--- src/rtl/rx_pack_pkg.sv ---
// Shared types and constants for the RX sample packer: FSM states, word
// indices in FIFO order, and the per-word enable map derived from a channel mask.
package rx_pack_pkg;

  typedef enum logic {
    IDLE = 1'b0,
    SEND = 1'b1
  } state_t;

  localparam int NUM_WORDS = 4;
  localparam int IDX_W     = 2;

  localparam logic [IDX_W-1:0] W_CH0I = 2'd0;
  localparam logic [IDX_W-1:0] W_CH0Q = 2'd1;
  localparam logic [IDX_W-1:0] W_CH1I = 2'd2;
  localparam logic [IDX_W-1:0] W_CH1Q = 2'd3;

  // Each channel contributes its I and Q word; bit k set means word k is sent.
  function automatic logic [NUM_WORDS-1:0] word_enables(input logic [1:0] mask);
    return {mask[1], mask[1], mask[0], mask[0]};
  endfunction

endpackage

--- src/rtl/rx_pack_next_idx.sv ---
// Combinational next-enabled-word search: the first enabled word after idx (wrapping),
// plus a flag that idx holds the last enabled word of the burst. Zero latency.
module rx_pack_next_idx
  import rx_pack_pkg::*;
(
  input  logic [IDX_W-1:0] idx,
  input  logic [1:0]       mask,
  output logic [IDX_W-1:0] next_idx,
  output logic             last
);

  logic [NUM_WORDS-1:0] en;

  always_comb begin
    en       = word_enables(mask);
    next_idx = idx;
    last     = 1'b1;
    // Wrapped candidates first, so that any word strictly after idx overrides them.
    for (int k = NUM_WORDS - 1; k >= 0; k--) begin
      if (en[k] && (k <= int'(idx))) begin
        next_idx = IDX_W'(k);
      end
    end
    for (int k = NUM_WORDS - 1; k >= 0; k--) begin
      if (en[k] && (k > int'(idx))) begin
        next_idx = IDX_W'(k);
        last     = 1'b0;
      end
    end
  end

endmodule

--- src/rtl/rx_sample_packer.sv ---
// Packs strobed ch0/ch1 I/Q samples into 16-bit RX FIFO writes, one word per cycle.
// First write the cycle after the strobe; fifo_full stalls in place; strobes while busy count as overruns.
module rx_sample_packer
  import rx_pack_pkg::*;
#(
  parameter int OVR_CNT_W = 16
) (
  input  logic                 clock,
  input  logic                 reset,
  input  logic                 enable,
  input  logic [1:0]           chan_mask,
  input  logic                 strobe,
  input  logic [15:0]          ch0_i,
  input  logic [15:0]          ch0_q,
  input  logic [15:0]          ch1_i,
  input  logic [15:0]          ch1_q,
  input  logic                 fifo_full,
  output logic                 fifo_wr,
  output logic [15:0]          fifo_data,
  output logic                 busy,
  output logic                 overrun,
  input  logic                 overrun_clr,
  output logic [OVR_CNT_W-1:0] ovr_count
);

  state_t           state;
  state_t           state_nxt;
  logic [15:0]      hold [NUM_WORDS];
  logic [1:0]       mask_q;
  logic [IDX_W-1:0] idx;

  logic [IDX_W-1:0] first_idx;
  logic             first_last_unused;
  logic [IDX_W-1:0] adv_idx;
  logic             adv_last;

  logic             final_wr;
  logic             accept;
  logic             ovr_ev;

  // Searching forward from the last word wraps round to the first enabled word.
  rx_pack_next_idx u_first_idx (
    .idx      (W_CH1Q),
    .mask     (chan_mask),
    .next_idx (first_idx),
    .last     (first_last_unused)
  );

  rx_pack_next_idx u_adv_idx (
    .idx      (idx),
    .mask     (mask_q),
    .next_idx (adv_idx),
    .last     (adv_last)
  );

  always_comb begin
    final_wr = fifo_wr & adv_last;
    accept   = strobe & enable & (chan_mask != 2'b00) & ((state == IDLE) | final_wr);
    ovr_ev   = strobe & enable & (state == SEND) & ~final_wr;
  end

  always_ff @(posedge clock or negedge reset) begin
    if (!reset) begin
      state <= IDLE;
    end else begin
      state <= state_nxt;
    end
  end

  always_comb begin
    state_nxt = state;
    if (!enable) begin
      state_nxt = IDLE;
    end else begin
      case (state)
        IDLE:    if (accept) state_nxt = SEND;
        SEND:    if (final_wr && !accept) state_nxt = IDLE;
        default: state_nxt = IDLE;
      endcase
    end
  end

  always_comb begin
    busy      = (state == SEND);
    fifo_wr   = (state == SEND) & enable & ~fifo_full;
    fifo_data = (state == SEND) ? hold[idx] : 16'h0000;
  end

  always_ff @(posedge clock or negedge reset) begin
    if (!reset) begin
      for (int k = 0; k < NUM_WORDS; k++) begin
        hold[k] <= 16'h0000;
      end
      mask_q <= 2'b00;
      idx    <= W_CH0I;
    end else if (accept) begin
      hold[W_CH0I] <= ch0_i;
      hold[W_CH0Q] <= ch0_q;
      hold[W_CH1I] <= ch1_i;
      hold[W_CH1Q] <= ch1_q;
      mask_q       <= chan_mask;
      idx          <= first_idx;
    end else if (fifo_wr && !adv_last) begin
      idx <= adv_idx;
    end
  end

  // A dropped strobe outranks a coincident clear, restarting the count at one.
  always_ff @(posedge clock or negedge reset) begin
    if (!reset) begin
      overrun   <= 1'b0;
      ovr_count <= '0;
    end else if (ovr_ev) begin
      overrun <= 1'b1;
      if (overrun_clr) begin
        ovr_count <= OVR_CNT_W'(1);
      end else if (!(&ovr_count)) begin
        ovr_count <= ovr_count + 1'b1;
      end
    end else if (overrun_clr) begin
      overrun   <= 1'b0;
      ovr_count <= '0;
    end
  end

endmodule

--- config.mk ---
export PLATFORM = sky130hd
export DESIGN_NAME = rx_sample_packer
export DESIGN_NICKNAME = d
export VERILOG_FILES = /design/src/rtl/rx_pack_pkg.sv /design/src/rtl/rx_pack_next_idx.sv /design/src/rtl/rx_sample_packer.sv
export SDC_FILE = /design/constraint.sdc
export NUM_CORES = 1
export LEC_CHECK = 0
export ABC_AREA = 1
export CAP_MARGIN = 20
export CORE_MARGIN = 2
export CORE_UTILIZATION = 40
export DETAILED_ROUTE_END_ITERATION = 6
export MAX_ROUTING_LAYER = met4
export PLACE_DENSITY = 0.67
export SLEW_MARGIN = 0
export SYNTH_ARGS = -nofsm -noshare
export SYNTH_HDL_FRONTEND = slang
export SYNTH_SLANG_ARGS = --single-unit
export TNS_END_PERCENT = 1
--- constraint.sdc ---
create_clock -name clock -period 2.5 [get_ports clock]
set_clock_uncertainty 0.2 [all_clocks]
set_input_delay 0.25 -clock clock [delete_from_list [all_inputs] [get_ports clock]]
set_output_delay 0.25 -clock clock [all_outputs]
set_load 0.005 [all_outputs]
### Word-level counts from Yosys, hierarchy flattened

Cells that the tools add are included.

| cells by class | value |
|---|---|
| order comparisons | 7 |
| bitwise operators | 13 |
| $add $sub $neg | 1 |
| mux-type cells | 28 |
| equal/unequal tests | 1 |
| reductions and logical operators | 17 |

Operator list:

| cell | number |
|---|---|
| $mux 16 | 7 |
| $bmux 16 s2 | 1 |
| $mux 2 | 10 |
| $add 16x1->16 const B | 1 |
| $reduce_and 16->1 | 1 |
| $mux 1 | 9 |
| $and 1x1->1 | 8 |
| $logic_and 1x1->1 | 8 |
| $reduce_bool 8->1 | 1 |
| $reduce_bool 2->1 | 3 |
| $gt 2x2->1 const A | 2 |
| $le 2x2->1 const A | 2 |
| $reduce_and 2->1 | 2 |
| $ge 3x3->1 const B | 1 |
| $not 1->1 | 3 |
| $not 2->3 | 1 |
| $gt 1x2->1 const A | 1 |
| $le 1x2->1 const A | 1 |
| $logic_not 1->1 | 2 |
| $ne 2x2->1 const B | 1 |
| $pmux 1 s2 | 1 |
| $or 1x1->1 | 1 |

| storage, ports and cells | value |
|---|---|
| input port bits | 72 |
| word-level logic and storage cells | 76 |
| output and inout bits | 35 |
| register bits after elaboration | 86 |

### Logic depth before layout (Yosys ltp)

| logic depth | value |
|---|---|
| depth in word-level cells | 13 |
| mapped depth | 11 |
| gate-level depth less buffers | 9 |

### Modules after synthesis

From an unflattened synthesis, not the netlist that was laid out.

| unflattened totals | value |
|---|---|
| cell total of the unflattened synthesis | 623 |
| area, all modules | 4545.6 um^2 |

Modules (own cells, without submodules):

| module | seq. area each (um^2) | area an instance (um^2) | times used | cells an instance |
|---|---|---|---|---|
| rx_sample_packer | 2152.1 | 4408.0 | 1 | 593 |
| rx_pack_next_idx | 0.0 | 68.8 | 2 | 15 |

### Worst setup path before layout

No wires, ideal clock.

| timing | value |
|---|---|
| path type | register to register |
| start point | register ovr_count[0] |
| end point | register ovr_count[5] |
| buffers on the path | 1 |
| library setup time | 0.121 ns |
| clock period less this slack | 1.781 ns |
| slack | 0.719 ns |
| required time | 2.179 ns |
| data arrival time | 1.459 ns |
| cell stages (with the launch flop) | 10 |
| cells stage by stage | dfrtp_1 ha_1 nand2_1 nor2_2 nand2_1 nor2_1 o21ai_2 buf_6 nand2_1 o21ai_1 |

| between the ends | value |
|---|---|
| longest elaborated chain between the ends | 4 |
| elaborated cells on any way between the ends | 7 |
| those cells by class | add/sub (1); eq/ne (1); mux (3); reduce/logical (2) |

RTL lines:

| what | RTL line | source |
|---|---|---|
| from (decl) | rx_sample_packer.sv:23 | `output logic [OVR_CNT_W-1:0] ovr_count` |
| from (signal assigned) | rx_sample_packer.sv:118 | `ovr_count <= ovr_count + 1'b1;` |
| $add 16x1->16 | rx_sample_packer.sv:118 |  |
| $mux 16 | rx_sample_packer.sv:117 | `end else if (!(&ovr_count)) begin` |
| $mux 16 | rx_sample_packer.sv:115 | `if (overrun_clr) begin` |
| $mux 16 | rx_sample_packer.sv:113 | `end else if (ovr_ev) begin` |

Several ways; a longest one is shown, not always the timed one. The select of a mux whose other input is x is not followed.
A chain may end at the register's enable or synchronous reset.

### Worst setup path in the final report

| timing | value |
|---|---|
| start point | register idx[0] |
| end point | output port fifo_data[6] |

| between the ends | value |
|---|---|
| longest elaborated chain between the ends | 5 |

RTL lines:

| what | RTL line | source |
|---|---|---|
| from (decl) | rx_sample_packer.sv:30 | `logic [IDX_W-1:0] idx;` |
| from (signal assigned) | rx_sample_packer.sv:102 | `idx <= first_idx;` |
| from (signal assigned) | rx_sample_packer.sv:104 | `idx <= adv_idx;` |
| $not 2->3 (implied by the code) | rx_sample_packer.sv:86 | `fifo_data = (state == SEND) ? hold[idx] : 16'h0000;` |
| $bmux 16 s2 | rx_sample_packer.sv:86 |  |
| $mux 16 (implied by the code) (2 in a row) | rx_sample_packer.sv:86 |  |
| $mux 16 | rx_sample_packer.sv:86 |  |
| to (decl) | rx_sample_packer.sv:19 | `output logic [15:0] fifo_data,` |

No other way between the ends. The select of a mux whose other input is x is not followed.

==> flow_summary.toml <==
[run_status]
outcome = "finished clean"

[setup_path]
reg2reg_to = "idx[1]$_DFFE_PN0P_"
worst-path-max-fanout = 16
crit_path_end_kind = "primary output"
worstSetupStartpointType = "flip-flop"
cp.arrival_ps = 2000
worst-r2r-setup-slack_ps = 380
worstPathRequired_ps = 2050
worstReg2RegStart = "idx[0]$_DFFE_PN0P_"
path_class = "flip-flop to primary output"
r2r_cells = 9

[timing]
relSlewSlack = 0.536
worst_slew_pin_slew_ps = 695
post-route-min-period_ps = 2450
fin_ws_ps = 53.3
rsz0062_at_grt = "yes"
drv_slew = 0
finalHoldViolCount = 0
min_period_over_period = 0.979
setup_violations = 0
max_freq_mhz = 409
setup-tns-final_ps = 0

[layout]
nets = 756
antenna_cells = 0
syn2layout_area_growth_pct = 33.1
drive_above_1_share = 0.0887
num-fill-cells = 1039

[route]
drcViolationCount = 0
firstDrtPassIters = 4
drt_iter0_markers = 188
wl_mm = 11.6
wire_per_inst_um = 14.0
ant_nets = 0
vias = 4069
via_per_inst = 4.91

[job]
drv_cap = 0

[clock_network]
cts_buffers = 9
clock-root-buffer = "clkbuf_8"
clkTransAtPathRegs_ps = 100
cts_buffer_depth = 2
clk_latency_ps = 360
cts_tree = "done"
htree_levels = 3
clock-sinks = 86

[min_path]
min_from = "ch0_q[1]"
min_to = "hold[33]$_DFFE_PN0P_"
hp-class = "primary input to flip-flop"
hold_path_depth = 3

[logic_synthesis]
syn_area_per_cell_um2 = 7.53
yosys_register_bits = 86
yosysSeqAreaShare = 0.496
synth_most_common_cell = "nand2_1"
syn-cell-area_um2 = 4340
synth_common_cells = "nand2_1 (279), dfrtp_1 (86), nor2_1 (57)"
yosys_most_used_dff = "dfrtp_1"
netlist.area_leader.share = 0.496
synthArstFlopShare = 1.00
yosys_warnings = 0
netlist_instances = 576
synth_top_area_cell = "dfrtp_1"
synth_nets = 649
synth_cell_types = 31
synth_edf_count = 0
synth_area_leaders = "dfrtp_1 (50%), nand2_1 (24%), nor2_1 (4.9%)"

[global_route]
track_usage = 0.219
grt_max_degree = 47
grt_pass1_vias = 4020
grt_pass1_wl_mm = 19.5
antenna_found_initial = 0
grt.overflow.total = 0

[die]
fp-row-count = 38
die-area_um2 = 11700
die_x_um = 108
ioPinCount = 107
core_area_um2 = 10700
die_h_um = 108
initial_core_util = 0.405

[placed_design]
routabilityCongestion = 0.917
hpwl_mm = 8.16
portBuffers = 106
dp_slack_ps = 229

[pwr]
ir_worst_vdd_mv = 0.289
p_per_area_nw_per_um2 = 644
p_leak_nw = 2.78
-- per-layer routing --
| metal | wire length, um | track usage | vias up |
|---|---|---|---|
| met5 | 0 | - | - |
| met4 | 140 | 0.0632 | 0 |
| met3 | 605 | 0.0380 | 13 |
| met2 | 5430 | 0.340 | 111 |
| met1 | 5420 | 0.295 | 1908 |
| li1 | - | - | 2037 |
-- critical path: stages (launching register included) --
cell,delay [ps]
dfrtp_2,450
nand2_1,100
inv_1,100
buf_12,150
a22oi_1,90
a21oi_1,200
clkdlybuf4s50_1,540
-- how the worst max path moves through the flow --
| stage | startpoint | end | cells after the start |
|---|---|---|---|
| global route | idx[0]$_DFFE_PN0P_ | fifo_data[13] | 6 |
| floorplan | ovr_count[0]$_DFFE_PN0P_ | ovr_count[5]$_DFFE_PN0P_ | 9 |
| finish | idx[0]$_DFFE_PN0P_ | fifo_data[6] | 6 |
| global placement | enable | idx[1]$_DFFE_PN0P_ | 10 |
| CTS | idx[0]$_DFFE_PN0P_ | fifo_data[10] | 5 |
| detailed placement | enable | idx[1]$_DFFE_PN0P_ | 10 |
-- flip-flops by register name, indices dropped and copies added, names as in the netlist --
| name | cells |
|---|---|
| idx | 2 |
| overrun | 1 |
| mask_q | 2 |
| hold | 64 |
| ovr_count | 16 |
| busy | 1 |
-- final cells by class --
type,count,area [um2],area share
well taps,140,175,0.0303
multi-input cells,444,1940,0.336
flip-flops and latches,86,2150,0.373
inverters,21,83.8,0.0145
clock inverters,7,71.3,0.0124
repair buffers,121,1230,0.212
clock buffers,9,124,0.0215
-- timing repair --
action,CTS,global route
setup endpoints to repair,16,15
hold buffers,1,0
pin swaps,0,1
setup buffers,2,0
hold endpoints to repair,45,0
resized for setup,4,9
-- placed cells by master (no fill, tap or decap), drive strengths merged --
cell	count
o211ai	1
a31oi	6
clkbuf	9
nor3	2
o21ai	24
a31o	1
nor2	60
nand3	11
a22oi	10
dfrtp	86
xor2	2
a21boi	1
nand4	16
ha	1
a21oi	11
buf	15
clkdlybuf4s50	102
o21bai	3
dlymetal6s2s	3
inv	26
clkinv	2
nand2	292
dlygate4sd3	1
or2	3
-- through the flow --
stage / power, mW / area [um2] / utilization / hold WS [ps] / std cells
after floorplan: 2.30 / 4340 / - / -246 / 576
after global placement: 2.72 / 5520 / 0.516 / 115 / 809
after detailed placement: 2.73 / 5520 / 0.516 / 116 / 809
after CTS: 3.75 / 5740 / 0.537 / 188 / 828
after global routing: 3.97 / 5770 / 0.540 / 209 / 828
final: 3.72 / 5770 / 0.540 / 208 / 828
-- report_power, final --
group / leakage [nW] / switching (mW) / internal, mW
Sequential: 1.09 / 0.142 / 1.62
Combinational: 1.59 / 0.515 / 0.456
Clock: 0.0999 / 0.591 / 0.393
-- cells by family (layout without fill, tap and decap cells) --
kind of cell    Yosys count  after routing  share of synthesized area
simple gates            384            384                      0.361
compound gates           57             57                     0.0779
xor+xnor                  2              2                    0.00404
flops                    86             86                      0.496
fa+ha+maj                 1              1                    0.00288
buf+inv                  46            158                     0.0583
No activity file was read; power rests on OpenSTA's default activity.
